==> src/rtl/regmask_encoder_32_5_if.sv <==
// rtl/regmask_encoder_32_5_if.sv - mask load and register-ID output handshake bundle
interface regmask_encoder_32_5_if #(
    parameter int WIDTH = 32,
    parameter int IDW   = 5
);
    logic             load_valid;
    logic             load_ready;
    logic [WIDTH-1:0] Mask;
    logic             out_valid;
    logic             out_ready;
    logic [IDW-1:0]   RegId;
    logic             last;
    logic [IDW:0]     Count;
    logic             zero_mask;

    modport master (
        output load_valid, Mask, out_ready,
        input  load_ready, out_valid, RegId, last, Count, zero_mask
    );

    modport slave (
        input  load_valid, Mask, out_ready,
        output load_ready, out_valid, RegId, last, Count, zero_mask
    );
endinterface

==> src/rtl/regmask_encoder_32_5.sv <==
// rtl/regmask_encoder_32_5.sv - serialise a register mask into register IDs, lowest first
module regmask_encoder_32_5 #(
    parameter int WIDTH = 32,
    parameter int IDW   = 5
) (
    input  logic                   clk,
    input  logic                   rst,
    input  logic                   flush,
    regmask_encoder_32_5_if.slave  bus
);
    typedef enum logic {IDLE, DRAIN} state_t;

    state_t           state;
    logic [WIDTH-1:0] pending;
    logic             zero_mask_q;
    logic [IDW-1:0]   enc;
    logic [IDW:0]     cnt;
    logic             out_valid;
    logic             last;
    logic             out_fire;
    logic             load_ready;
    logic             load_fire;

    // Scan high to low so the lowest set bit wins; an empty mask encodes as 0.
    always_comb begin
        enc = '0;
        for (int i = WIDTH - 1; i >= 0; i--) begin
            if (pending[i]) begin
                enc = IDW'(i);
            end
        end
    end

    always_comb begin
        cnt = '0;
        for (int i = 0; i < WIDTH; i++) begin
            cnt = cnt + (IDW + 1)'(pending[i]);
        end
    end

    assign out_valid  = (state == DRAIN);
    assign last       = out_valid && (cnt == (IDW + 1)'(1));
    assign out_fire   = out_valid && bus.out_ready;
    assign load_ready = !flush && ((state == IDLE) || (out_fire && last));
    assign load_fire  = bus.load_valid && load_ready;

    always_ff @(posedge clk) begin
        if (rst) begin
            state       <= IDLE;
            pending     <= '0;
            zero_mask_q <= 1'b0;
        end else begin
            zero_mask_q <= 1'b0;
            if (flush) begin
                state   <= IDLE;
                pending <= '0;
            end else if (load_fire) begin
                // Also covers the final handshake of the previous mask: its bit is consumed here.
                pending     <= bus.Mask;
                state       <= (bus.Mask != '0) ? DRAIN : IDLE;
                zero_mask_q <= (bus.Mask == '0);
            end else if (out_fire) begin
                pending[enc] <= 1'b0;
                if (last) begin
                    state <= IDLE;
                end
            end
        end
    end

    assign bus.load_ready = load_ready;
    assign bus.out_valid  = out_valid;
    assign bus.RegId      = enc;
    assign bus.last       = last;
    assign bus.Count      = cnt;
    assign bus.zero_mask  = zero_mask_q;
endmodule

==> src/flat_wrapper.sv <==
// flat-port wrapper written by rule: the top's interface ports become plain ports
module regmask_encoder_32_5_flat 
#(
    parameter int WIDTH = 32,
    parameter int IDW   = 5
)
  (clk, rst, flush, bus_load_valid, bus_Mask, bus_out_ready, bus_load_ready, bus_out_valid, bus_RegId, bus_last, bus_Count, bus_zero_mask);
  regmask_encoder_32_5_if #(.WIDTH(WIDTH), .IDW(IDW)) bus_i ();
  input  logic clk;
  input  logic rst;
  input  logic flush;
  input wire logic [$bits(bus_i.load_valid)-1:0] bus_load_valid;
  input wire logic [$bits(bus_i.Mask)-1:0] bus_Mask;
  input wire logic [$bits(bus_i.out_ready)-1:0] bus_out_ready;
  output wire logic [$bits(bus_i.load_ready)-1:0] bus_load_ready;
  output wire logic [$bits(bus_i.out_valid)-1:0] bus_out_valid;
  output wire logic [$bits(bus_i.RegId)-1:0] bus_RegId;
  output wire logic [$bits(bus_i.last)-1:0] bus_last;
  output wire logic [$bits(bus_i.Count)-1:0] bus_Count;
  output wire logic [$bits(bus_i.zero_mask)-1:0] bus_zero_mask;
  assign bus_i.load_valid = bus_load_valid;
  assign bus_i.Mask = bus_Mask;
  assign bus_i.out_ready = bus_out_ready;
  assign bus_load_ready = bus_i.load_ready;
  assign bus_out_valid = bus_i.out_valid;
  assign bus_RegId = bus_i.RegId;
  assign bus_last = bus_i.last;
  assign bus_Count = bus_i.Count;
  assign bus_zero_mask = bus_i.zero_mask;
  regmask_encoder_32_5 #(.WIDTH(WIDTH), .IDW(IDW)) u_core (.clk(clk), .rst(rst), .flush(flush), .bus(bus_i));
endmodule
==> config.mk <==
export PLATFORM = sky130hd
export DESIGN_NAME = regmask_encoder_32_5_flat
export DESIGN_NICKNAME = d
export VERILOG_FILES = /design/src/rtl/regmask_encoder_32_5_if.sv /design/src/rtl/regmask_encoder_32_5.sv /design/src/flat_wrapper.sv
export SDC_FILE = /design/constraint.sdc
export NUM_CORES = 1
export LEC_CHECK = 0
export BUFFER_PORTS_ARGS = -buffer_cell sky130_fd_sc_hd__buf_2
export CAP_MARGIN = 20
export CORE_UTILIZATION = 58
export CTS_BUF_LIST = sky130_fd_sc_hd__clkbuf_8
export DETAILED_ROUTE_END_ITERATION = 6
export PLACE_DENSITY = 0.83
export SYNTH_ARGS = -nofsm -noshare
export SYNTH_HDL_FRONTEND = slang
export SYNTH_SLANG_ARGS = --single-unit
export TNS_END_PERCENT = 5
==> constraint.sdc <==
create_clock -name clk -period 8.1 [get_ports clk]
set_clock_uncertainty 0.2 [all_clocks]
set_input_delay 0.81 -clock clk [delete_from_list [all_inputs] [get_ports clk]]
set_output_delay 0.81 -clock clk [all_outputs]
set_load 0.01 [all_outputs]
==> flow_metrics.tcl <==
set metrics [dict create \
    outcome "finished, violations left" \
    violations "design-rule violations" \
    grt_max_degree 36 \
    p_int_uw 351 \
    cts_root_buf "clkbuf_8" \
    final.setup.tns_ns 0 \
    synth-simple-area-share_pct 22.7 \
    endpoint_kind "register" \
    tritoncts "done" \
    core_mm2 0.00447 \
    grt_usage_pct 32.5 \
    yosysUniqueCellTypes 53 \
    cellPowerDensity_mw_per_mm2 186 \
    relSlewSlack_pct 33.5 \
    vias 2868 \
    synth_edf_count 0 \
    grt_pass1_vias 2607 \
    drive_gt1_share_pct 19.3 \
    final-instance-count-excl-fill 430 \
    placed_cells 423 \
    p_leak_nw 1.38 \
    n_fill_cell 361 \
    synth-xor-area-share_pct 0.946 \
    post-cts-setup-buffers 0 \
    synth-compound-area-share_pct 23.6 \
    ys_seq_elements 34 \
    avgSynthCellArea_um2 8.54 \
    drt_pass1_iterations 7 \
    die_x_um 71.2 \
    crit_type "register to register" \
    die_y_um 71.2 \
    period_share_pct 86.4 \
    place_area_mm2 0.00309 \
    num_io_pins 52 \
    hold_ws_ns 0.372 \
    diodes 0 \
    gp_congestion 0.930 \
    totalPowerFinal_uw 590 \
    gr-max-usage-layer "met2" \
    power.share.clock_pct 20.0 \
    cp_max_fo 22 \
    synth_ff_type "dfxtp_1" \
    synth_area_mm2 0.00278 \
    dieArea_mm2 0.00507 \
    syn-instance-count 325 \
    nets 447 \
    critPathLaunchType "register" \
    synth_nets 394 \
    overflow 0 \
    multiInputGateArea_mm2 0.00190 \
    synth_top_family_by_area "compound AO/OA/AOI/OAI gates" \
    grt_use_met2_pct 49.8 \
    rows 24 \
    vdd.ir_drop.worst_mv 0.162 \
    initial_core_util_pct 62.1 \
    finalHoldViolCount 0 \
    numPortBuffers 51 \
    setup_viol 0 \
    fmax_mhz 143 \
    synthMuxAreaShare_pct 0 \
    dpl.hpwl_um 6210 \
    routed_wl_um 7710 \
    clkTransAtPathRegs_ns 0.07 \
    switching_share_pct 40.6 \
    drv_slew 0 \
    use_met3_pct 4.42 \
    clock_latency_ns 0.29 \
    grt.met1_usage_pct 46.9 \
    combPwrFrac_pct 48.2 \
    pwr-share-seq_pct 31.9 \
    ant_nets 0 \
    drt_iter0_markers 262 \
    cp.required_ns 8.08 \
    rsz0062_at_grt "no" \
    worstHoldPathType "register to register" \
    h-tree-depth 2 \
    yosys_warnings 0 \
    ctsResizeCount 0 \
    cts_buffer_depth 2 \
    stdcell_area_mm2 0.00317 \
    seqCellArea_um2 681 \
    yosysSeqAreaShare_pct 24.5 \
    synth_fa_ha_area_share_pct 20.9 \
    cts.sinks 34 \
    grt_pass1_wl_um 12800 \
    ctsHoldBuffers 0 \
    drc 3 \
    crit_arrival_ns 6.98 \
    numCtsBuffers 5 \
    antenna_found_initial 0 \
    syn_to_final_growth_pct 14.3 \
    tightest_slew_ns 0.991 \
    synthArstFlopShare_pct 0 \
    cap_violations 0 \
    wl_per_cell_um 17.9 \
    finalCriticalPeriod_ns 7.00 \
    viasPerCell 6.67 \
    power.net_switching_uw 240 \
]
[registers in the layout, indices dropped and copies added, names as in the netlist]
name,count
u_core.bus.zero_mask,1
u_core.bus.out_valid,1
u_core.pending,32
[cell usage in the layout (no fill, tap or decap), types with 3 or more instances in the layout]
| cell | Yosys | routed |
|---|---|---|
| o21ai_0 | 12 | 12 |
| a32o_1 | 19 | 19 |
| a21oi_1 | 11 | 10 |
| buf_2 | 1 | 51 |
| o211ai_1 | 5 | 5 |
| ha_1 | 8 | 8 |
| nand3b_1 | 4 | 4 |
| nor2b_1 | 6 | 6 |
| nor4_1 | 15 | 15 |
| a32oi_1 | 6 | 6 |
| inv_1 | 47 | 48 |
| nand2b_1 | 4 | 4 |
| nand3_1 | 15 | 15 |
| nor3_1 | 5 | 5 |
| clkbuf_8 | 0 | 5 |
| nor2_1 | 27 | 27 |
| dfxtp_1 | 34 | 34 |
| o31ai_1 | 3 | 3 |
| nand4_1 | 7 | 7 |
| a22oi_1 | 4 | 4 |
| nand2_1 | 20 | 20 |
| fa_1 | 24 | 24 |
[metal layers]
metal  up-vias  wire length, um  part of all wire (%)
li1       1302                -                     -
met1      1358             3160                    41
met2       183             3540                    46
met3        25              780                    10
met4         0              224                   2.9
met5         -                0                     0
[critical path, cell delays in order (launching register included)]
cell and delay (ns):
dfxtp_1 0.46, ha_1 0.28, inv_1 0.07, fa_1 0.44, fa_1 0.51, fa_1 0.54, fa_1 0.44, fa_1 0.54
fa_1 0.42, fa_1 0.40, inv_1 0.08, fa_1 0.45, nor4b_1 0.26, nand3b_1 0.13, o31ai_1 0.50, a21oi_2 0.39
buf_4 0.32, a32o_1 0.25, a31o_2 0.20
[power groups by stage]
stage               Sequential (mW)  Clock (mW)  Combinational, mW
floorplan                     0.187           0              0.198
global placement              0.190           0              0.278
detailed placement            0.191           0              0.283
CTS                           0.187       0.119              0.284
global route                  0.189       0.126              0.316
finish                        0.188       0.118              0.285
[synthesized netlist by cell type, types with 3 or more instances]
master,count,area [um^2]
a21oi_1,11,55.1
nor2b_1,6,37.5
clkbuf_1,6,22.5
dfxtp_1,34,681
nand2_1,20,75.1
inv_1,47,176
fa_1,24,480
nand3_1,15,75.1
nor3_1,5,25.0
nor4_1,15,93.8
a22oi_1,4,30.0
a32oi_1,6,52.6
o31ai_1,3,22.5
nor2_1,27,101
ha_1,8,100
nand4_1,7,43.8
nand3b_1,4,30.0
o211ai_1,5,37.5
nand2b_1,4,25.0
a32o_1,19,190
o21ai_0,12,60.1
[cells by family (layout without fill, tap and decap cells)]
kind of cell / count (synthesis) / count (layout)
and+or+nand+nor: 118 / 118
AOI/OAI and AO/OA: 84 / 84
DFF: 34 / 34
xor gates and xnor gates: 3 / 3
adders and majority gates: 32 / 32
buffers and inverters: 54 / 107
[per-stage QoR]
stage                     utilization, %  worst slack [ns]
after floorplan                        -              1.79
after global placement              69.2              1.30
after detailed placement            69.2              1.11
after CTS                           70.9              1.12
after global routing                70.9             0.749
final                               70.9              1.10
[final timing paths]
check        slack [ns]  cells past startpoint                           start                              end
max                1.10                     18  u_core.pending[1]$_SDFFE_PP0P_  u_core.pending[29]$_SDFFE_PP0P_
min                0.37                      2  u_core.pending[3]$_SDFFE_PP0P_   u_core.pending[3]$_SDFFE_PP0P_
max reg2reg        1.10                     18  u_core.pending[1]$_SDFFE_PP0P_  u_core.pending[29]$_SDFFE_PP0P_
min reg2reg        0.37                      2  u_core.pending[3]$_SDFFE_PP0P_   u_core.pending[3]$_SDFFE_PP0P_
[final cells by class]
cell class | instances | area share (%)
Sequential cell | 34 | 21.4
Clock buffer | 5 | 2.17
Multi-Input combinational cell | 237 | 59.9
Inverter | 47 | 5.56
Tap cell | 52 | 2.05
Timing Repair Buffer | 53 | 8.51
Clock inverter | 2 | 0.355
Note: power is estimated with default switching activity, not from simulation.
